**config.mk**
```make
export PLATFORM = sky130hd
export DESIGN_NAME = mem_arbiter_flat
export DESIGN_NICKNAME = d
export VERILOG_FILES = /design/src/rtl/mem_arbiter_if.sv /design/src/rtl/mem_arbiter.sv /design/src/flat_wrapper.sv
export SDC_FILE = /design/constraint.sdc
export NUM_CORES = 1
export LEC_CHECK = 0
export BUFFER_PORTS_ARGS = -buffer_cell sky130_fd_sc_hd__buf_2
export CAP_MARGIN = 25
export CORE_AREA = 10 10 97 99
export CTS_BUF_LIST = sky130_fd_sc_hd__clkbuf_8
export DETAILED_ROUTE_END_ITERATION = 10
export DIE_AREA = 0 0 107 109
export PLACE_DENSITY = 0.71
export SYNTH_ARGS = -nofsm -noshare
export SYNTH_HDL_FRONTEND = slang
export SYNTH_SLANG_ARGS = --single-unit
```
**constraint.sdc**
```tcl
create_clock -name CLK -period 2.3 [get_ports CLK]
set_input_delay 0.115 -clock CLK [delete_from_list [all_inputs] [get_ports CLK]]
set_output_delay 0.115 -clock CLK [all_outputs]
set_load 0.01 [all_outputs]
```
**src/rtl/mem_arbiter_if.sv**
```systemverilog
// Cache/RAM bundle seen by the memory arbiter. master = arbiter side, slave = caches + RAM side.
// Port names mirror the cache and RAM pin names so the waveforms read the same on both sides.
interface mem_arbiter_if;
    logic        iREN;
    logic [31:0] iaddr;
    logic        dREN;
    logic        dWEN;
    logic [31:0] daddr;
    logic [31:0] dstore;
    logic        iwait;
    logic [31:0] iload;
    logic        dwait;
    logic [31:0] dload;
    logic        ramREN;
    logic        ramWEN;
    logic [31:0] ramaddr;
    logic [31:0] ramstore;
    logic [31:0] ramload;
    logic [1:0]  ramstate;

    modport master (
        input  iREN, iaddr, dREN, dWEN, daddr, dstore, ramload, ramstate,
        output iwait, iload, dwait, dload, ramREN, ramWEN, ramaddr, ramstore
    );

    modport slave (
        output iREN, iaddr, dREN, dWEN, daddr, dstore, ramload, ramstate,
        input  iwait, iload, dwait, dload, ramREN, ramWEN, ramaddr, ramstore
    );
endinterface

```
**src/rtl/mem_arbiter.sv**
```systemverilog
// I/D cache to single-port RAM arbiter; grant registered one cycle after the request, held until ACCESS.
// RAM status backpressures via iwait/dwait; a streak counter bounds data starving instruction fetch.
module mem_arbiter #(
    parameter int MAX_DSTREAK = 4
) (
    input  logic          CLK,
    input  logic          RST,
    mem_arbiter_if.master bus
);
    localparam int SW = $clog2(MAX_DSTREAK + 1);
    localparam logic [1:0] RAM_ACCESS = 2'd2;

    typedef enum logic [1:0] {IDLE, ISERV, DSERV} state_t;

    state_t        state;
    logic [SW-1:0] dstreak;
    logic          access;
    logic          dreq;
    logic          streak_full;

    assign access      = (bus.ramstate == RAM_ACCESS);
    assign dreq        = bus.dREN | bus.dWEN;
    assign streak_full = (dstreak == SW'(MAX_DSTREAK));

    always_ff @(posedge CLK or posedge RST) begin
        if (RST) begin
            state   <= IDLE;
            dstreak <= '0;
        end else begin
            unique case (state)
                IDLE: begin
                    if (bus.iREN && streak_full) state <= ISERV;
                    else if (dreq)               state <= DSERV;
                    else if (bus.iREN)           state <= ISERV;
                end
                ISERV:   if (!bus.iREN || access) state <= IDLE;
                DSERV:   if (!dreq || access)     state <= IDLE;
                default: state <= IDLE;
            endcase

            // Streak only counts data completions that happened while a fetch was waiting.
            if (!bus.iREN)
                dstreak <= '0;
            else if (state == ISERV && access)
                dstreak <= '0;
            else if (state == DSERV && access && dreq && !streak_full)
                dstreak <= dstreak + 1'b1;
        end
    end

    // Waits and loads must react to ramstate in the same cycle, so outputs decode the grant combinationally.
    always_comb begin
        bus.iwait    = 1'b1;
        bus.iload    = '0;
        bus.dwait    = 1'b1;
        bus.dload    = '0;
        bus.ramREN   = 1'b0;
        bus.ramWEN   = 1'b0;
        bus.ramaddr  = '0;
        bus.ramstore = '0;
        unique case (state)
            ISERV: begin
                bus.ramREN  = bus.iREN;
                bus.ramaddr = bus.iaddr;
                bus.iwait   = !access;
                bus.iload   = access ? bus.ramload : '0;
            end
            DSERV: begin
                bus.ramaddr  = bus.daddr;
                bus.ramWEN   = bus.dWEN;
                bus.ramREN   = bus.dREN & !bus.dWEN;
                bus.ramstore = bus.dWEN ? bus.dstore : '0;
                bus.dwait    = !access;
                bus.dload    = (access && !bus.dWEN) ? bus.ramload : '0;
            end
            default: ;
        endcase
    end
endmodule

```
**src/flat_wrapper.sv**
```systemverilog
// flat-port wrapper written by rule: the top's interface ports become plain ports
module mem_arbiter_flat 
#(
    parameter int MAX_DSTREAK = 4
)
  (CLK, RST, bus_iREN, bus_iaddr, bus_dREN, bus_dWEN, bus_daddr, bus_dstore, bus_ramload, bus_ramstate, bus_iwait, bus_iload, bus_dwait, bus_dload, bus_ramREN, bus_ramWEN, bus_ramaddr, bus_ramstore);
  mem_arbiter_if bus_i ();
  input  logic CLK;
  input  logic RST;
  input wire logic [$bits(bus_i.iREN)-1:0] bus_iREN;
  input wire logic [$bits(bus_i.iaddr)-1:0] bus_iaddr;
  input wire logic [$bits(bus_i.dREN)-1:0] bus_dREN;
  input wire logic [$bits(bus_i.dWEN)-1:0] bus_dWEN;
  input wire logic [$bits(bus_i.daddr)-1:0] bus_daddr;
  input wire logic [$bits(bus_i.dstore)-1:0] bus_dstore;
  input wire logic [$bits(bus_i.ramload)-1:0] bus_ramload;
  input wire logic [$bits(bus_i.ramstate)-1:0] bus_ramstate;
  output wire logic [$bits(bus_i.iwait)-1:0] bus_iwait;
  output wire logic [$bits(bus_i.iload)-1:0] bus_iload;
  output wire logic [$bits(bus_i.dwait)-1:0] bus_dwait;
  output wire logic [$bits(bus_i.dload)-1:0] bus_dload;
  output wire logic [$bits(bus_i.ramREN)-1:0] bus_ramREN;
  output wire logic [$bits(bus_i.ramWEN)-1:0] bus_ramWEN;
  output wire logic [$bits(bus_i.ramaddr)-1:0] bus_ramaddr;
  output wire logic [$bits(bus_i.ramstore)-1:0] bus_ramstore;
  assign bus_i.iREN = bus_iREN;
  assign bus_i.iaddr = bus_iaddr;
  assign bus_i.dREN = bus_dREN;
  assign bus_i.dWEN = bus_dWEN;
  assign bus_i.daddr = bus_daddr;
  assign bus_i.dstore = bus_dstore;
  assign bus_i.ramload = bus_ramload;
  assign bus_i.ramstate = bus_ramstate;
  assign bus_iwait = bus_i.iwait;
  assign bus_iload = bus_i.iload;
  assign bus_dwait = bus_i.dwait;
  assign bus_dload = bus_i.dload;
  assign bus_ramREN = bus_i.ramREN;
  assign bus_ramWEN = bus_i.ramWEN;
  assign bus_ramaddr = bus_i.ramaddr;
  assign bus_ramstore = bus_i.ramstore;
  mem_arbiter #(.MAX_DSTREAK(MAX_DSTREAK)) u_core (.CLK(CLK), .RST(RST), .bus(bus_i));
endmodule
```
==> run metrics <==
RSZ-0062 raised after global routing no; CTS tree built; worst hold endpoint u_core.dstreak[2]; Detailed Routing Iterations Pass 1 4; Die Ht 109 um; Worst IR Drop VDD 0.000378 V; leading post-synthesis cells by cell area and3_1 (25%), a22oi_1 (15%), and2_1 (13%), nor2b_1 (13%), dfrtp_1 (8.0%); FF-to-FF Start u_core.state[0]; Ant. Diodes 0; CP max stage delay 380 ps; CP Cell Sequence inv_1, ha_2, and3b_1, buf_4, and2_1, buf_2; Vias 2,655; core footprint 0.00753 mm^2; row cnt 32; global route total overflow 0; WL per Instance 17.5 um; WHS Path Cells 3; Crit Path Max Fanout 32; leakage 2.05 nW; Netlist cell types 24; vias in the first global route 2,843; fin crit share 0.849; setup violators final 0; nets 620; Total Routed Length 10,200 um; synth cell count leaders and3_1 (64), and2_1 (33), nor2b_1 (33); Port Buffers 266; max-slew violations 0; Worst Tran Pin Value 477 ps; startpoint types register; All-Layer GR Usage 0.154; layout cells sized above 1 0.589; final core utilization 0.403; post-cts repair resize count 0; syn_area_per_cell 6.86 um^2; # IOs 267; Most used DFF post-synth dfrtp_1; CP required 2180 ps; DRC Markers 0; Power Dens Cells 658 mW/mm^2; sequential area share after synthesis 0.0796; htree depth 1; Post-Layout Cell Count 581; cell with the most instances after synthesis and3_1; total CTS buffers 3; Synth async-reset ratio 1.00; hold path start bus_iREN; count of flip-flops with a built-in enable after synthesis 0; post-route minimum period 1950 ps; CTS Root Cell clkbuf_8; flops & latches, synth 5; full die area 0.0117 mm^2; Sum Neg Setup Slack 0 ps; DP Wirelength 8890 um; synth warn 0; vias per cell 4.57; Syn Std Cell Area 0.00157 mm^2; Worst Setup End Kind output pin; Final Hold Vio Count 0; CP arrival 1840 ps; Initial Util 0.209; initial antenna violation count 0; Syn Nets 369; CP max-delay cell dfrtp_1; die width 107 um; synth-to-layout area growth 93.2%; CTS Buffer Depth 2; first-pass GRT wire length 15,000 um; share of the synthesized area in the top cell type 0.255; fmax 512 MHz; clock skew 2.49 ps; largest net degree at the start of global routing 58; R2R setup slack 570 ps; FF-to-FF path depth 6; worst skew pair latency 220 ps; status finished, final reports clean; Worst R2R End u_core.dstreak[1]; Hold Crit Class in -> reg; cell count after synthesis 229; DRT antenna net count 0; placer congestion estimate 0.861; Synth area leader and3_1; clock transition at the registers of the reported paths 40 ps; number of placed instances, taps included 576; Slew HR 0.682; clock sink total 5; max cap viols 0; DR iter-0 viols 116; critical path class reg -> out
worst max path at each step:
| stage | startpoint | slack, ps | to | cells after the start |
|---|---|---|---|---|
| final | u_core.state[0] | 350 | bus_dload[31] | 6 |
| after global routing | u_core.state[0] | 190 | bus_dload[31] | 6 |
| after CTS | u_core.state[0] | 310 | bus_dload[31] | 6 |
| after detailed placement | u_core.state[0] | 570 | u_core.dstreak[1] | 6 |
| after global placement | u_core.state[0] | 600 | u_core.dstreak[1] | 6 |
| after floorplan | u_core.state[0] | 740 | bus_ramREN | 6 |
layout by cell type (no fill, tap or decap):
cell and count:
nand3b_1 2, clkbuf_8 3, buf_4 5, nand3b_2 1, nand2_1 4, xnor2_1 2
nor2_1 3, inv_1 7, ha_1 3, nor2_2 1, and3_1 64, nor2b_1 33
and2_1 33, ha_2 2, buf_2 266, nand2b_1 2, a31oi_1 1, a2111oi_4 1
mux2i_1 3, dlygate4sd3_1 1, buf_12 1, a22oi_1 32, dfrtp_1 5, and3b_1 1
a211oi_2 1, o221ai_2 1, a21boi_0 1
logic make-up (layout without fill, tap and decap cells):
kind of cell / count (synthesis) / after routing / share of synthesized area
compound gates: 37 / 37 / 0.197
xor+xnor: 2 / 2 / 0.0111
buf+inv: 33 / 283 / 0.0852
fa+ha+maj: 5 / 5 / 0.0398
mux: 3 / 3 / 0.0191
flops: 5 / 5 / 0.0796
simple gates: 144 / 144 / 0.568
per-stage QoR:
step | worst slack [ps] | cell area (um^2) | power [mW] | hold slack (ps)
2_1_floorplan | 743 | 1570 | 1.17 | -106
3_3_place_gp | 602 | 2980 | 1.82 | 15.3
3_5_place_dp | 565 | 2980 | 1.85 | 17.5
4_1_cts | 310 | 3040 | 2.02 | 199
5_1_grt | 192 | 3040 | 2.18 | 230
6_report | 347 | 3040 | 2.00 | 206
metal layers:
metal | up-vias | GRT usage | part of all wire
met4 | 0 | 0.0164 | 0.0041
li1 | 1305 | - | -
met5 | - | 0 | 0
met3 | 6 | 0.0708 | 0.10
met2 | 130 | 0.285 | 0.54
met1 | 1214 | 0.160 | 0.36
repair_timing:
| item | 4_1_cts | 5_1_grt |
|---|---|---|
| hold buffers | 1 | 0 |
| endpoints found under the setup margin | 0 | 0 |
| hold endpoints to repair | 5 | 0 |
| setup buffers | 0 | 0 |
critical path, delay by kind of cell (launching register included):
kind | cells | cell delay [ps]
AND/OR/NAND/NOR | 2 | 370
flip-flops | 1 | 380
adder cells (fa/ha/maj) | 1 | 370
buffers and inverters | 3 | 490
power by group:
part           leakage [nW]  switching [mW]  internal (mW)  total (mW)
Sequential           0.0673          0.0116          0.106       0.117
Clock                0.0269          0.0420          0.114       0.156
Combinational          1.95           0.953          0.771        1.72
Total                  2.05            1.01          0.991        2.00
final cells by class:
type / instances / area (um^2)
Clock inverter: 1 / 3.75
Inverter: 6 / 22.5
Timing Repair Buffer: 273 / 1400
Multi-Input combinational cell: 191 / 1320
Clock buffer: 3 / 41.3
Sequential cell: 5 / 125
Tap cell: 102 / 128
Fill cell: 839 / 4490
registers in the layout (all words and copies together) (netlist names):
name            flops
u_core.dstreak      3
u_core.state        2
No activity file was read; power rests on OpenSTA's default activity.
